## src/rtl/seq_divider_if.sv

```systemverilog
// Execute-stage divide handshake between the mul/div unit (master) and the
// sequential divider (slave).
//
// Handshake: the master raises start_i with a non-zero one-hot op_i and
// holds start_i, op_i and the operands until the cycle in which ready_o is
// high. ready_o is a one-cycle pulse, and result_o is valid only in that
// cycle; at all other times result_o is zero. Dropping start_i before
// ready_o abandons the operation, and no pulse follows. If start_i is still
// high after the pulse, a new operation starts from whatever is on the
// inputs at that time.
interface seq_divider_if #(
  parameter int XLEN = 32
);
  logic [XLEN-1:0] dividend_i;
  logic [XLEN-1:0] divisor_i;
  logic            start_i;
  logic [3:0]      op_i;      // one-hot {div, divu, rem, remu}
  logic [XLEN-1:0] result_o;
  logic            ready_o;
  logic            busy_o;

  modport master (
    output dividend_i, divisor_i, start_i, op_i,
    input  result_o, ready_o, busy_o
  );

  modport slave (
    input  dividend_i, divisor_i, start_i, op_i,
    output result_o, ready_o, busy_o
  );
endinterface

```

## src/rtl/seq_divider.sv

```systemverilog
// Radix-2 restoring divider for RV32M DIV/DIVU/REM/REMU.
// It divides operand magnitudes over XLEN iterations. A final CALC cycle
// applies the sign fixup. Divide-by-zero and signed overflow complete on
// the accept edge.
module seq_divider #(
  parameter int XLEN = 32
) (
  input  logic               clk,
  input  logic               rst,
  seq_divider_if.slave       bus,
  output logic [1:0]         dbg_state_o
);

  localparam int CNT_W = $clog2(XLEN + 1);
  localparam logic [XLEN-1:0]  MIN_NEG  = {1'b1, {(XLEN-1){1'b0}}};
  localparam logic [CNT_W-1:0] CNT_LAST = CNT_W'(XLEN);

  typedef enum logic [1:0] {
    S_IDLE = 2'd0,
    S_CALC = 2'd1,
    S_DONE = 2'd2
  } state_t;

  state_t           state_q, state_d;
  logic [3:0]       op_q, op_d;
  logic             q_neg_q, q_neg_d;     // quotient is negated for div
  logic             r_neg_q, r_neg_d;     // remainder takes dividend sign
  logic [XLEN-1:0]  divisor_q, divisor_d; // divisor magnitude
  logic [XLEN-1:0]  rem_q, rem_d;         // partial remainder
  logic [XLEN-1:0]  quo_q, quo_d;         // dividend shifts out, quotient shifts in
  logic [CNT_W-1:0] cnt_q, cnt_d;
  logic [XLEN-1:0]  result_q, result_d;
  logic             ready_q, ready_d;
  logic             busy_q, busy_d;

  // Working values for accept and iteration
  logic             acc_signed;
  logic             acc_is_rem;
  logic             a_neg;
  logic             b_neg;
  logic [XLEN:0]    rem_sh;
  logic             sub_ok;
  logic [XLEN-1:0]  sub_lo;
  logic [XLEN-1:0]  fixed_result;

  // Next-state, datapath and registered-output computation
  always_comb begin
    state_d    = state_q;
    op_d       = op_q;
    q_neg_d    = q_neg_q;
    r_neg_d    = r_neg_q;
    divisor_d  = divisor_q;
    rem_d      = rem_q;
    quo_d      = quo_q;
    cnt_d      = cnt_q;
    result_d   = '0;
    ready_d    = 1'b0;

    acc_signed = bus.op_i[3] | bus.op_i[1];
    acc_is_rem = bus.op_i[1] | bus.op_i[0];
    a_neg      = acc_signed & bus.dividend_i[XLEN-1];
    b_neg      = acc_signed & bus.divisor_i[XLEN-1];

    // One restoring step: shift {rem, quo} left, then trial-subtract.
    // The result of a successful subtract is below the divisor, so the low
    // XLEN bits of the difference hold all of it.
    rem_sh     = {rem_q, quo_q[XLEN-1]};
    sub_ok     = (rem_sh >= {1'b0, divisor_q});
    sub_lo     = rem_sh[XLEN-1:0] - divisor_q;

    if (op_q[3])      fixed_result = q_neg_q ? -quo_q : quo_q;
    else if (op_q[2]) fixed_result = quo_q;
    else if (op_q[1]) fixed_result = r_neg_q ? -rem_q : rem_q;
    else if (op_q[0]) fixed_result = rem_q;
    else              fixed_result = '0;

    case (state_q)
      S_IDLE: begin
        if (bus.start_i && (bus.op_i != 4'b0000)) begin
          op_d      = bus.op_i;
          q_neg_d   = a_neg ^ b_neg;
          r_neg_d   = a_neg;
          quo_d     = a_neg ? -bus.dividend_i : bus.dividend_i;
          divisor_d = b_neg ? -bus.divisor_i  : bus.divisor_i;
          rem_d     = '0;
          cnt_d     = '0;
          if (bus.divisor_i == '0) begin
            state_d  = S_DONE;
            ready_d  = 1'b1;
            result_d = acc_is_rem ? bus.dividend_i : '1;
          end else if (acc_signed && (bus.dividend_i == MIN_NEG) &&
                       (bus.divisor_i == '1)) begin
            state_d  = S_DONE;
            ready_d  = 1'b1;
            result_d = acc_is_rem ? '0 : MIN_NEG;
          end else begin
            state_d  = S_CALC;
          end
        end
      end
      S_CALC: begin
        if (!bus.start_i) begin
          state_d = S_IDLE;
        end else if (cnt_q == CNT_LAST) begin
          state_d  = S_DONE;
          ready_d  = 1'b1;
          result_d = fixed_result;
        end else begin
          rem_d = sub_ok ? sub_lo : rem_sh[XLEN-1:0];
          quo_d = {quo_q[XLEN-2:0], sub_ok};
          cnt_d = cnt_q + 1'b1;
        end
      end
      S_DONE: begin
        state_d = S_IDLE;
      end
      default: begin
        state_d = S_IDLE;
      end
    endcase

    busy_d = (state_d != S_IDLE);
  end

  // State, datapath and output registers, all cleared by async reset
  always_ff @(posedge clk or posedge rst) begin
    if (rst) begin
      state_q   <= S_IDLE;
      op_q      <= '0;
      q_neg_q   <= 1'b0;
      r_neg_q   <= 1'b0;
      divisor_q <= '0;
      rem_q     <= '0;
      quo_q     <= '0;
      cnt_q     <= '0;
      result_q  <= '0;
      ready_q   <= 1'b0;
      busy_q    <= 1'b0;
    end else begin
      state_q   <= state_d;
      op_q      <= op_d;
      q_neg_q   <= q_neg_d;
      r_neg_q   <= r_neg_d;
      divisor_q <= divisor_d;
      rem_q     <= rem_d;
      quo_q     <= quo_d;
      cnt_q     <= cnt_d;
      result_q  <= result_d;
      ready_q   <= ready_d;
      busy_q    <= busy_d;
    end
  end

  assign bus.result_o = result_q;
  assign bus.ready_o  = ready_q;
  assign bus.busy_o   = busy_q;
  assign dbg_state_o  = state_q;

endmodule

```

## src/flat_wrapper.sv

```systemverilog
// flat-port wrapper written by rule: the top's interface ports become plain ports
module seq_divider_flat 
#(
  parameter int XLEN = 32
)
  (clk, rst, dbg_state_o, bus_dividend_i, bus_divisor_i, bus_start_i, bus_op_i, bus_result_o, bus_ready_o, bus_busy_o);
  seq_divider_if #(.XLEN(XLEN)) bus_i ();
  input  logic clk;
  input  logic rst;
  output logic [1:0] dbg_state_o;
  input wire logic [$bits(bus_i.dividend_i)-1:0] bus_dividend_i;
  input wire logic [$bits(bus_i.divisor_i)-1:0] bus_divisor_i;
  input wire logic [$bits(bus_i.start_i)-1:0] bus_start_i;
  input wire logic [$bits(bus_i.op_i)-1:0] bus_op_i;
  output wire logic [$bits(bus_i.result_o)-1:0] bus_result_o;
  output wire logic [$bits(bus_i.ready_o)-1:0] bus_ready_o;
  output wire logic [$bits(bus_i.busy_o)-1:0] bus_busy_o;
  assign bus_i.dividend_i = bus_dividend_i;
  assign bus_i.divisor_i = bus_divisor_i;
  assign bus_i.start_i = bus_start_i;
  assign bus_i.op_i = bus_op_i;
  assign bus_result_o = bus_i.result_o;
  assign bus_ready_o = bus_i.ready_o;
  assign bus_busy_o = bus_i.busy_o;
  seq_divider #(.XLEN(XLEN)) u_core (.clk(clk), .rst(rst), .bus(bus_i), .dbg_state_o(dbg_state_o));
endmodule
```

## config.mk

```make
export PLATFORM = sky130hd
export DESIGN_NAME = seq_divider_flat
export DESIGN_NICKNAME = d
export VERILOG_FILES = /design/src/rtl/seq_divider_if.sv /design/src/rtl/seq_divider.sv /design/src/flat_wrapper.sv
export SDC_FILE = /design/constraint.sdc
export NUM_CORES = 1
export LEC_CHECK = 0
export ABC_AREA = 1
export CAP_MARGIN = 25
export CORE_MARGIN = 2
export CORE_UTILIZATION = 62
export CTS_BUF_LIST = sky130_fd_sc_hd__clkbuf_8
export CTS_CLUSTER_SIZE = 14
export DETAILED_ROUTE_END_ITERATION = 10
export PLACE_DENSITY = 0.95
export SYNTH_ARGS = -nofsm -noshare
export SYNTH_HDL_FRONTEND = slang
export SYNTH_SLANG_ARGS = --single-unit
export TNS_END_PERCENT = 5
```

## constraint.sdc

```tcl
create_clock -name clk -period 7.5 [get_ports clk]
set_input_delay 1.5 -clock clk [delete_from_list [all_inputs] [get_ports clk]]
set_output_delay 1.5 -clock clk [all_outputs]
set_load 0.01 [all_outputs]
```

==> results.yml <==
status:
  outcome: "completed"
floorplan:
  die_x_um: 150
  io_pins: 107
  dieArea_mm2: 0.0224
  start_util: 0.629
  rows: 53
  coreArea_mm2: 0.0210
  die_y_um: 150
grt:
  grt_max_degree: 78
  grt_remaining_overflow: 0
  antenna_found_initial: 0
  grt.total_usage: 0.399
  grt_pass1_wl_mm: 70.2
  first_global_vias: 13400
logic_synthesis:
  synthAdderAreaFrac: 0.0386
  synth.mux.area_fraction: 0
  synth_compound_area_frac: 0.131
  synth_top_family_by_area: "simple AND/OR/NAND/NOR gates"
  synth_xor_area_frac: 0.0213
  synthArstFlopShare: 1.00
  yosysWarnings: 0
  synth_cell_type_count: 47
  avgSynthCellArea_um2: 6.06
  ys_ff_latch: 144
  syn_nets: 2285
  syn-cell-area_mm2: 0.0132
  ys.flop_type: "dfrtp_1"
  yosys.area_share.simple: 0.415
  seq_area_frac_synth: 0.274
  syn_inst: 2174
  synth_edf_count: 0
worst_setup_path:
  critPathKind: "input pin to flip-flop"
  cp_cell_sequence: "clkdlybuf4s50_1 -> nor2_1 -> inv_1 -> nand2_1 -> inv_2 -> nand3_1 -> nor2_1 -> nand3_1 -> nand2_1 -> inv_1 -> o21ai_1"
  cp-start-kind: "input pin"
  crit_arrival_ns: 4.15
  crit_buf_inv: 4
  r2r_start: "u_core.rem_q[19]"
  critPathMaxStageDelay_ns: 0.67
  crit_required_ns: 7.90
  crit_start: "bus_op_i[1]"
  critPathMaxFanout: 42
  endpoint_kind: "flip-flop"
  path_delay_family: "buffers and inverters"
  slowest_stage: "inv_2"
power_and_ir_drop:
  p_sw_mw: 3.04
  p_leak_nw: 7.64
  pwr-share-comb: 0.648
  power.density_mw_per_mm2: 372
  irDropWorstVdd_mv: 0.198
  seq_power_share: 0.232
  pwr-share-clk: 0.120
  switching_share: 0.554
  p_int_mw: 2.45
clocking:
  clock_sinks: 144
  cts_tree: "done"
  cts_resized: 0
  clk_pin_slew_ns: 0.10
  cts_made_buffers: 17
  holdBufCountCts: 0
  clk_path_buf_depth: 2
  postCtsSetupRepairBufs: 0
  clk_latency_ns: 0.47
  htreeDepth: 4
  root_buffer: "clkbuf_8"
drt:
  drc: 0
  ant_nets: 0
  num_vias: 15100
  routed_wl_mm: 44.5
  routedWlPerCell_um: 17.6
  drtIter0Drc: 1769
  dr.pass1.iters: 7
  routed_via_density: 5.98
placed_design:
  gp_congestion: 0.990
  placed_area_mm2: 0.0143
  dp_hpwl_mm: 34.5
  port_buffers: 106
run:
  max_cap_viol_count: 0
timing:
  fin_crit_ns: 3.75
  fin_crit_sh: 0.500
  skew_ns: 0.0301
  slew_violations: 0
  slew_headroom: 0.327
  hold_violations: 0
  setup_violations: 0
  rsz0062_at_grt: "no"
  tightest_slew_ns: 1.01
  setup_tns_ns: 0
  clock.fmax_mhz: 267
cells_and_area:
  drive_gt1_frac: 0.0453
  antenna_cells: 0
  final_nets: 2352
  fin_area_mm2: 0.0148
  areaGrowthSynthToFinish_pct: 12.2
worst_hold_path:
  worstHoldPathType: "flip-flop to flip-flop"
  worstHoldStart: "u_core.divisor_q[14]"
==> routing by layer <==
| metal | track usage | routed length, µm | vias up |
|---|---|---|---|
| li1 | - | - | 7199 |
| met2 | 0.603 | 19300 | 948 |
| met4 | 0.149 | 1850 | 0 |
| met1 | 0.575 | 18500 | 6847 |
| met3 | 0.0634 | 4790 | 138 |
| met5 | 0 | 0 | - |
==> area by class of cell <==
| cell class | instances | area (µm²) |
|---|---|---|
| Clock buffer | 18 | 248 |
| Clock inverter | 14 | 158 |
| Fill cell | 1937 | 6170 |
| Inverter | 321 | 1210 |
| Multi-Input combinational cell | 1636 | 8000 |
| Sequential cell | 144 | 3600 |
| Tap cell | 275 | 344 |
| Timing Repair Buffer | 121 | 1220 |
==> stage by stage <==
step	power (mW)	instances	utilization	setup slack, ns	hold slack [ns]
floorplan	3.84	2174	-	2.13	0.449
global placement	4.63	2494	0.683	2.83	0.468
detailed placement	4.73	2495	0.683	3.36	0.477
CTS	5.39	2527	0.703	3.83	0.501
global route	5.95	2529	0.705	3.55	0.525
finish	5.49	2529	0.705	3.75	0.495
==> sequential cells by signal, indices dropped and copies added (netlist names) <==
signal	cells
u_core.bus.ready_o	1
u_core.dbg_state_o	2
u_core.rem_q	32
u_core.op_q	4
u_core.quo_q	32
u_core.r_neg_q	1
u_core.q_neg_q	1
u_core.bus.busy_o	1
u_core.divisor_q	32
u_core.cnt_q	6
u_core.bus.result_o	32
==> worst min-delay path, cell delays in order (launching register included) <==
cell	delay [ns]
dfrtp_1	0.35
nand2_1	0.05
o21ai_0	0.06
==> cells in the final DEF (no fill, tap or decap), drive strengths merged, types with 2 or more instances in the layout <==
cell type / synthesis / layout
nand3: 306 / 306
o22ai: 5 / 5
dfrtp: 144 / 144
nand4: 46 / 46
bufinv: 0 / 2
a21oi: 99 / 99
o31ai: 3 / 3
xor2: 17 / 17
nor4: 4 / 4
o21ai: 151 / 151
a31oi: 5 / 5
or2: 5 / 5
o211ai: 24 / 24
clkdlybuf4s50: 0 / 106
ha: 39 / 39
nor3: 28 / 28
o2111ai: 5 / 5
nand3b: 6 / 6
inv: 321 / 325
clkinv: 0 / 7
o221ai: 3 / 3
o21bai: 4 / 4
a22oi: 9 / 9
buf: 46 / 15
nand2: 649 / 649
xnor2: 15 / 15
nor2: 205 / 205
a21o: 2 / 2
clkbuf: 27 / 18
==> cell families (layout without fill, tap and decap cells) <==
| kind of cell | after synthesis | after routing |
|---|---|---|
| flops | 144 | 144 |
| xor+xnor | 32 | 32 |
| buf+inv | 394 | 474 |
| fa+ha+maj | 40 | 40 |
| simple gates | 1251 | 1251 |
| compound gates | 313 | 313 |
==> synth_stat cells, drive strengths merged, types with 2 or more instances <==
| cell type | count | area [µm²] |
|---|---|---|
| nand2 | 649 | 2470 |
| inv | 321 | 1200 |
| nand3 | 306 | 1560 |
| nor2 | 205 | 857 |
| o21ai | 151 | 759 |
| dfrtp | 144 | 3600 |
| a21oi | 99 | 495 |
| buf | 46 | 272 |
| nand4 | 46 | 303 |
| ha | 39 | 488 |
| nor3 | 28 | 161 |
| clkbuf | 27 | 101 |
| o211ai | 24 | 180 |
| xor2 | 17 | 149 |
| xnor2 | 15 | 131 |
| a22oi | 9 | 67.6 |
| nand3b | 6 | 45.0 |
| a31oi | 5 | 31.3 |
| o2111ai | 5 | 43.8 |
| o22ai | 5 | 31.3 |
| or2 | 5 | 31.3 |
| nor4 | 4 | 40.0 |
| o21bai | 4 | 30.0 |
| o221ai | 3 | 26.3 |
| o31ai | 3 | 22.5 |
| a21o | 2 | 15.0 |
==> power by group through the flow <==
stage | combinational, mW | sequential, mW | clock, mW
after global routing | 3.97 | 1.29 | 0.689
after CTS | 3.47 | 1.26 | 0.656
after global placement | 3.37 | 1.26 | 0
after detailed placement | 3.45 | 1.27 | 0
after floorplan | 2.67 | 1.17 | 0
final | 3.56 | 1.27 | 0.661
==> path summary, 6_finish.rpt <==
| check | to | slack (ns) | cells after the start |
|---|---|---|---|
| min in group asynchronous | u_core.quo_q[4] | 1.57 | 2 |
| max in group asynchronous | u_core.divisor_q[17] | 4.87 | 4 |
| worst min-delay path | u_core.divisor_q[14] | 0.50 | 2 |
| worst max-delay path | u_core.dbg_state_o[1] | 3.75 | 11 |
| worst min register to register | u_core.divisor_q[14] | 0.50 | 2 |
| worst max register to register | u_core.rem_q[7] | 4.45 | 12 |
(Power assumes the default switching activity.)
